<file path="src/rtl/uk_arb_pkg.sv">
// Shared types and default sizes for the Uk coefficient ROM lookup arbiter.
package uk_arb_pkg;

  localparam int UK_NREQ   = 4;
  localparam int UK_AW     = 8;
  localparam int UK_DW     = 8;
  localparam int BURST_MAX = 4;

  typedef enum logic [1:0] {
    IDLE,
    ISSUE,
    WAIT,
    RESP
  } state_t;

endpackage

</file>
<file path="src/rtl/uk_rr_pick.sv">
// Combinational round-robin picker: first requesting lane after rr_last, wrapping
// from NREQ-1 back to lane 0.
module uk_rr_pick #(
  parameter int NREQ = 4,
  parameter int IW   = $clog2(NREQ)
) (
  input  logic [NREQ-1:0] req,
  input  logic [IW-1:0]   rr_last,
  output logic [IW-1:0]   winner,
  output logic            any_req
);

  logic          found;
  logic [IW-1:0] idx;

  always_comb begin
    winner = '0;
    found  = 1'b0;
    idx    = '0;
    // rr_last itself is visited last, so the previous owner has lowest priority.
    for (int i = 1; i <= NREQ; i++) begin
      idx = IW'((int'(rr_last) + i) % NREQ);
      if (!found && req[idx]) begin
        winner = idx;
        found  = 1'b1;
      end
    end
  end

  assign any_req = |req;

endmodule

</file>
<file path="src/rtl/uk_lookup_arbiter.sv">
// Shares the single Uk coefficient ROM port between NREQ lanes: arbitrate, issue,
// wait ROM_LAT cycles, return the coefficient. Optional UK_ARB_BURST_EN macro.
module uk_lookup_arbiter
  import uk_arb_pkg::*;
#(
  parameter int NREQ    = UK_NREQ,
  parameter int AW      = UK_AW,
  parameter int DW      = UK_DW,
  parameter int ROM_LAT = 1
) (
  input  logic            CS,
  input  logic            cen,
  input  logic [NREQ-1:0] req,
  input  logic [NREQ*AW-1:0] req_addr,
  output logic [NREQ-1:0] gnt,
  output logic [NREQ-1:0] rsp_valid,
  output logic [DW-1:0]   rsp_data,
  output logic            busy,
  output logic [AW-1:0]   rom_add,
  output logic            rom_en,
  input  logic [DW-1:0]   rom_data
);

  localparam int IW = $clog2(NREQ);
  localparam int CW = (ROM_LAT > 1) ? $clog2(ROM_LAT) : 1;

  state_t        state_q, state_d;
  logic [IW-1:0] owner_q;
  logic [IW-1:0] rr_last_q;
  logic [IW-1:0] winner;
  logic          any_req;
  logic [CW-1:0] cnt_q;
  logic [AW-1:0] rom_add_q;
  logic [DW-1:0] rsp_data_q;
`ifdef UK_ARB_BURST_EN
  logic [1:0]    burst_q;
  logic          burst_go;
`endif

  uk_rr_pick #(
    .NREQ (NREQ),
    .IW   (IW)
  ) u_pick (
    .req     (req),
    .rr_last (rr_last_q),
    .winner  (winner),
    .any_req (any_req)
  );

  assign rom_add  = rom_add_q;
  assign rsp_data = rsp_data_q;

  // NOTE: every output and next-state is given a default before the case so no
  // path leaves a signal unassigned, which would otherwise infer a latch.
  always_comb begin
    state_d   = state_q;
    gnt       = '0;
    rsp_valid = '0;
    rom_en    = 1'b0;
    busy      = (state_q != IDLE);
`ifdef UK_ARB_BURST_EN
    burst_go  = 1'b0;
`endif
    case (state_q)
      IDLE: begin
        if (any_req) state_d = ISSUE;
      end
      ISSUE: begin
        gnt[owner_q] = 1'b1;
        rom_en       = 1'b1;
        state_d      = WAIT;
      end
      WAIT: begin
        rom_en = 1'b1;
        if (cnt_q == '0) state_d = RESP;
      end
      RESP: begin
        rsp_valid[owner_q] = 1'b1;
        state_d            = IDLE;
`ifdef UK_ARB_BURST_EN
        if (req[owner_q] && (burst_q < 2'(BURST_MAX - 1))) begin
          burst_go = 1'b1;
          state_d  = ISSUE;
        end
`endif
      end
      default: state_d = IDLE;
    endcase
  end

  // NOTE: registers use non-blocking assignments so every flop samples the
  // pre-edge values, independent of statement order.
  always_ff @(posedge CS or negedge cen) begin
    if (!cen) state_q <= IDLE;
    else      state_q <= state_d;
  end

  always_ff @(posedge CS or negedge cen) begin
    if (!cen) begin
      owner_q    <= '0;
      rr_last_q  <= IW'(NREQ - 1);
      cnt_q      <= '0;
      rom_add_q  <= '0;
      rsp_data_q <= '0;
`ifdef UK_ARB_BURST_EN
      burst_q    <= '0;
`endif
    end else begin
      case (state_q)
        IDLE: begin
          if (any_req) begin
            owner_q   <= winner;
            rom_add_q <= req_addr[int'(winner)*AW +: AW];
`ifdef UK_ARB_BURST_EN
            burst_q   <= '0;
`endif
          end
        end
        ISSUE: begin
          cnt_q <= CW'(ROM_LAT - 1);
`ifndef UK_ARB_BURST_EN
          rr_last_q <= owner_q;
`endif
        end
        WAIT: begin
          if (cnt_q == '0) rsp_data_q <= rom_data;
          else             cnt_q      <= cnt_q - CW'(1);
        end
        RESP: begin
`ifdef UK_ARB_BURST_EN
          // Priority only rotates once the owner's burst is over.
          if (burst_go) begin
            rom_add_q <= req_addr[int'(owner_q)*AW +: AW];
            burst_q   <= burst_q + 2'd1;
          end else begin
            rr_last_q <= owner_q;
          end
`else
          rsp_data_q <= rsp_data_q;
`endif
        end
        default: ;
      endcase
    end
  end

endmodule

</file>
<file path="config.mk">
export PLATFORM = sky130hd
export DESIGN_NAME = uk_lookup_arbiter
export DESIGN_NICKNAME = d
export VERILOG_FILES = /design/src/rtl/uk_arb_pkg.sv /design/src/rtl/uk_rr_pick.sv /design/src/rtl/uk_lookup_arbiter.sv
export SDC_FILE = /design/constraint.sdc
export NUM_CORES = 1
export LEC_CHECK = 0
export BUFFER_PORTS_ARGS = -buffer_cell sky130_fd_sc_hd__buf_4
export CORE_ASPECT_RATIO = 1.25
export CORE_MARGIN = 4
export CORE_UTILIZATION = 36
export DETAILED_ROUTE_END_ITERATION = 16
export GPL_TIMING_DRIVEN = 0
export HOLD_SLACK_MARGIN = 0.02
export PLACE_DENSITY = 0.68
export SYNTH_ARGS = -nofsm -noshare
export SYNTH_HDL_FRONTEND = slang
export SYNTH_SLANG_ARGS = --single-unit
</file>
<file path="constraint.sdc">
create_clock -name CS -period 1.8 [get_ports CS]
set_input_delay 0.09 -clock CS [delete_from_list [all_inputs] [get_ports CS]]
set_output_delay 0.09 -clock CS [all_outputs]
set_load 0.01 [all_outputs]
</file>
==> results summary <==
Between clock sinks in the finished design, the worst skew comes to 0.005093 ns. Summing every instance area after synthesis gives ~1200 µm². Dividing total power by cell area gives a power density of roughly 1600 nW/µm². The area added between synthesis and finish is 53.78%.

The number of port buffers is 71. Cells with a size suffix above 1 make up about half of the layout. In this run the horizontal extent of the chip is ~61 µm.

The largest fanout on the critical path is 10. The library cells used most frequently in the layout, excluding fill and tap cells, are buf_4, dfrtp_1, mux2i_1, nand2_1, mux2_2. The via total after detailed routing is between 1k and 1.5k. The startpoint identified for the worst register-to-register timing path is rr_last_q[1]. The core region area is between 3000 and 4000 µm².

The clock latency reported for the late side of the worst-skew pair is ~0.26 ns. The cell depth of the worst hold path came out at 2. The number of H-tree levels came out at 1. For this design the top-level I/O count stands at 72.

The maximum count of clock buffers along a single path is 2. The first global-routing pass estimated about 5300 µm of wire. For this run, the number of Yosys warnings is 0. The critical path class is flop to flop. The filler cell count is a little under 300. The global-route usage over all layers is 15.50%. Measured against its own limit, the worst slew margin works out to 66.09%.

The number of global-route vias before repair is 1,179. The run finished with clean final reports. The number of hold violations in the final report is 0.

The count of max-cap constraint violations is 0. The worst hold-check slack is between 0.05 and 0.06 ns. The die outline height came out at 73.68 µm. The worst setup path is captured at a flop. In this run the critical register-to-register path is captured at rom_add[6].

The total of endpoints with negative setup slack in the final report is 0. The max-slew violation total from the final report is 0. The library cell with the largest summed area after synthesis is dfrtp_1. The number of distinct library cells after synthesis came out at 26. Once the floorplan was initialized, standard cells occupied a little under two fifths of the core.

The routed wirelength normalized by instance count is 14.46 µm. The final critical path takes up 94.82% of the cycle. The layout net count is about 240. Clock tree synthesis selected as its root buffer the cell clkbuf_8. Setup repair after global routing could not meet its margin everywhere. In this run the core area contains 23 standard-cell rows. The total CTS buffers is 3.

Sequential cells were found to cover 44.51% of the synthesized design area. The summed negative setup slack over all endpoints is 0 ns. The library cell used most frequently in the layout, excluding fill and tap cells, is buf_4. The leakage power is between 0.9 and 1 nW. Dividing the detail-routed via count by the number of cells gives 5.096. The number of nets in the synthesized netlist is between 150 and 200. The pin count of the biggest net entering global routing is 23. The achievable frequency came out at about 590 MHz. The flip-flop and latch count after synthesis is 22.

The clock tree from TritonCTS is yes. The half-perimeter wire length of the detailed placement result came out at roughly 2600 µm. Yosys attributes the largest share of cell area to dfrtp_1, mux2i_1, mux2_2. The die covers about 4500 µm². The type of element launching the critical path is a flop. The clock drives 22 sinks. The number of antenna diodes in the final layout is 0. The last weighted congestion value of the routability-driven placer came out at approximately 0.70. The iteration-0 DRC count of the detailed router came out at 36.

For flop-to-flop paths, the worst setup slack is between 0.09 and 0.1 ns. The initial antenna violation count is 0. The worst hold path begins at rom_data[5]. The routed wire length is about 3300 µm. The detail route stage leaves a number of antenna-violating nets equal to 0. Measured in cells, the most critical reg-to-reg path has a length of 7. At the pin with the least slew margin, the transition time is roughly 0.51 ns. The average cell area after synthesis is about 11 µm². The shortest clock period the worst path allows after layout came out at between 1.5 and 2 ns. The total congestion overflow after global routing is 0.

The peak ir drop on the vdd network is between 0.0009 and 0.001 V. STA puts the critical path data required time at roughly 1.9 ns. The clock-pin transition on the worst setup and hold timing paths is about 0.080 ns. The first detailed-routing pass ran for 3 iterations.

The path with the worst hold slack has its endpoint at rsp_data[5]. The worst min-delay path category is input pin to flop. The gate count after technology mapping came out at between 100 and 150. The area fraction of the dominant cell type after synthesis came out at around two fifths.

After detailed routing, the number of remaining DRC violations is 0. The fraction of the core area covered by cells at the end of the flow is between 50% and 60%. The data arrival time of the worst path came out at 1.83 ns.
-- critical path, stage by stage, from the launching register on --
cell	delay [ns]
dfstp_2	0.59
nand2b_1	0.12
a21oi_1	0.07
o221ai_2	0.17
buf_6	0.15
buf_12	0.14
mux2i_1	0.20
o221ai_1	0.13
-- per-stage QoR --
| stage | worst slack, ns | power (mW) | instances | cell area (µm²) |
|---|---|---|---|---|
| after global routing | -0.02268 | 3.196 | 229 | 1911 |
| final | 0.09327 | 2.969 | 229 | 1911 |
| after floorplan | 0.1917 | 1.912 | 113 | 1242 |
| after global placement | 0.06537 | 2.547 | 221 | 1822 |
| after detailed placement | 0.03784 | 2.601 | 221 | 1822 |
| after CTS | 0.03049 | 2.951 | 226 | 1887 |
-- state kept, by name, summed over array words and instances (netlist names) --
register   cells
rom_add        8
rsp_data       8
owner_q        2
rr_last_q      2
state_q        2
-- layer usage --
layer / GRT usage [%] / share of wire [%] / vias up
li1: - / - / 563
met5: 0 / 0 / -
met2: 29.09 / 57 / 30
met1: 17.40 / 38 / 570
met3: 2.285 / 4.6 / 4
met4: 5.060 / 1.1 / 0
-- cells in the mapped netlist (all sizes together) --
master  instances
and3b           3
nor3b           2
o221ai          9
nor2b           1
mux2           10
o31ai           1
a31oi           1
mux2i          17
buf             2
nand3           1
nor2            5
nand2          14
a21oi           4
o21ai           2
dfrtp          20
or2             1
and3            2
nand2b          3
clkbuf          5
dfstp           2
ha              4
inv             4
-- area by class of cell --
class / count / area (µm²) / area share (%)
sequential: 22 / 553.0 / 28.95
timing repair buffer: 75 / 565.5 / 29.60
inverter: 4 / 15.01 / 0.7859
buffer: 7 / 52.55 / 2.750
tap: 37 / 46.29 / 2.423
clock buffer: 4 / 55.05 / 2.881
multi-input combinational: 80 / 623.1 / 32.61
-- worst max path at each step --
| stage | depth (start not counted) | from | end | slack, ns |
|---|---|---|---|---|
| finish | 7 | rr_last_q[1] | rom_add[6] | 0.09 |
| global route | 7 | rr_last_q[1] | rom_add[6] | -0.02 |
| CTS | 7 | rr_last_q[1] | rom_add[1] | 0.03 |
| detailed placement | 7 | rr_last_q[1] | rom_add[4] | 0.04 |
| global placement | 7 | rr_last_q[1] | rom_add[0] | 0.07 |
| floorplan | 7 | rr_last_q[1] | rom_add[0] | 0.19 |
-- kinds of logic after synthesis --
logic type,after synthesis,share of synthesized area (%)
AO/OA/AOI/OAI,17,10.37
flip-flops,22,44.51
AND/OR/NAND/NOR,32,12.99
adder cells (fa/ha/maj),4,4.028
buffers and inverters,11,5.336
multiplexers,27,22.76
-- repair_timing --
| action | in CTS | in global routing |
|---|---|---|
| endpoints found under the hold margin | 22 | 0 |
| endpoints found under the setup margin | 0 | 9 |
| setup buffers | 0 | 3 |
| gates resized for setup | 0 | 2 |
| hold buffers | 1 | 0 |
-- power breakdown --
group,switching [mW],internal (mW)
Combinational,0.803,0.913
Sequential,0.141,0.765
Clock,0.152,0.195
Power figures use the tool's default switching activity.
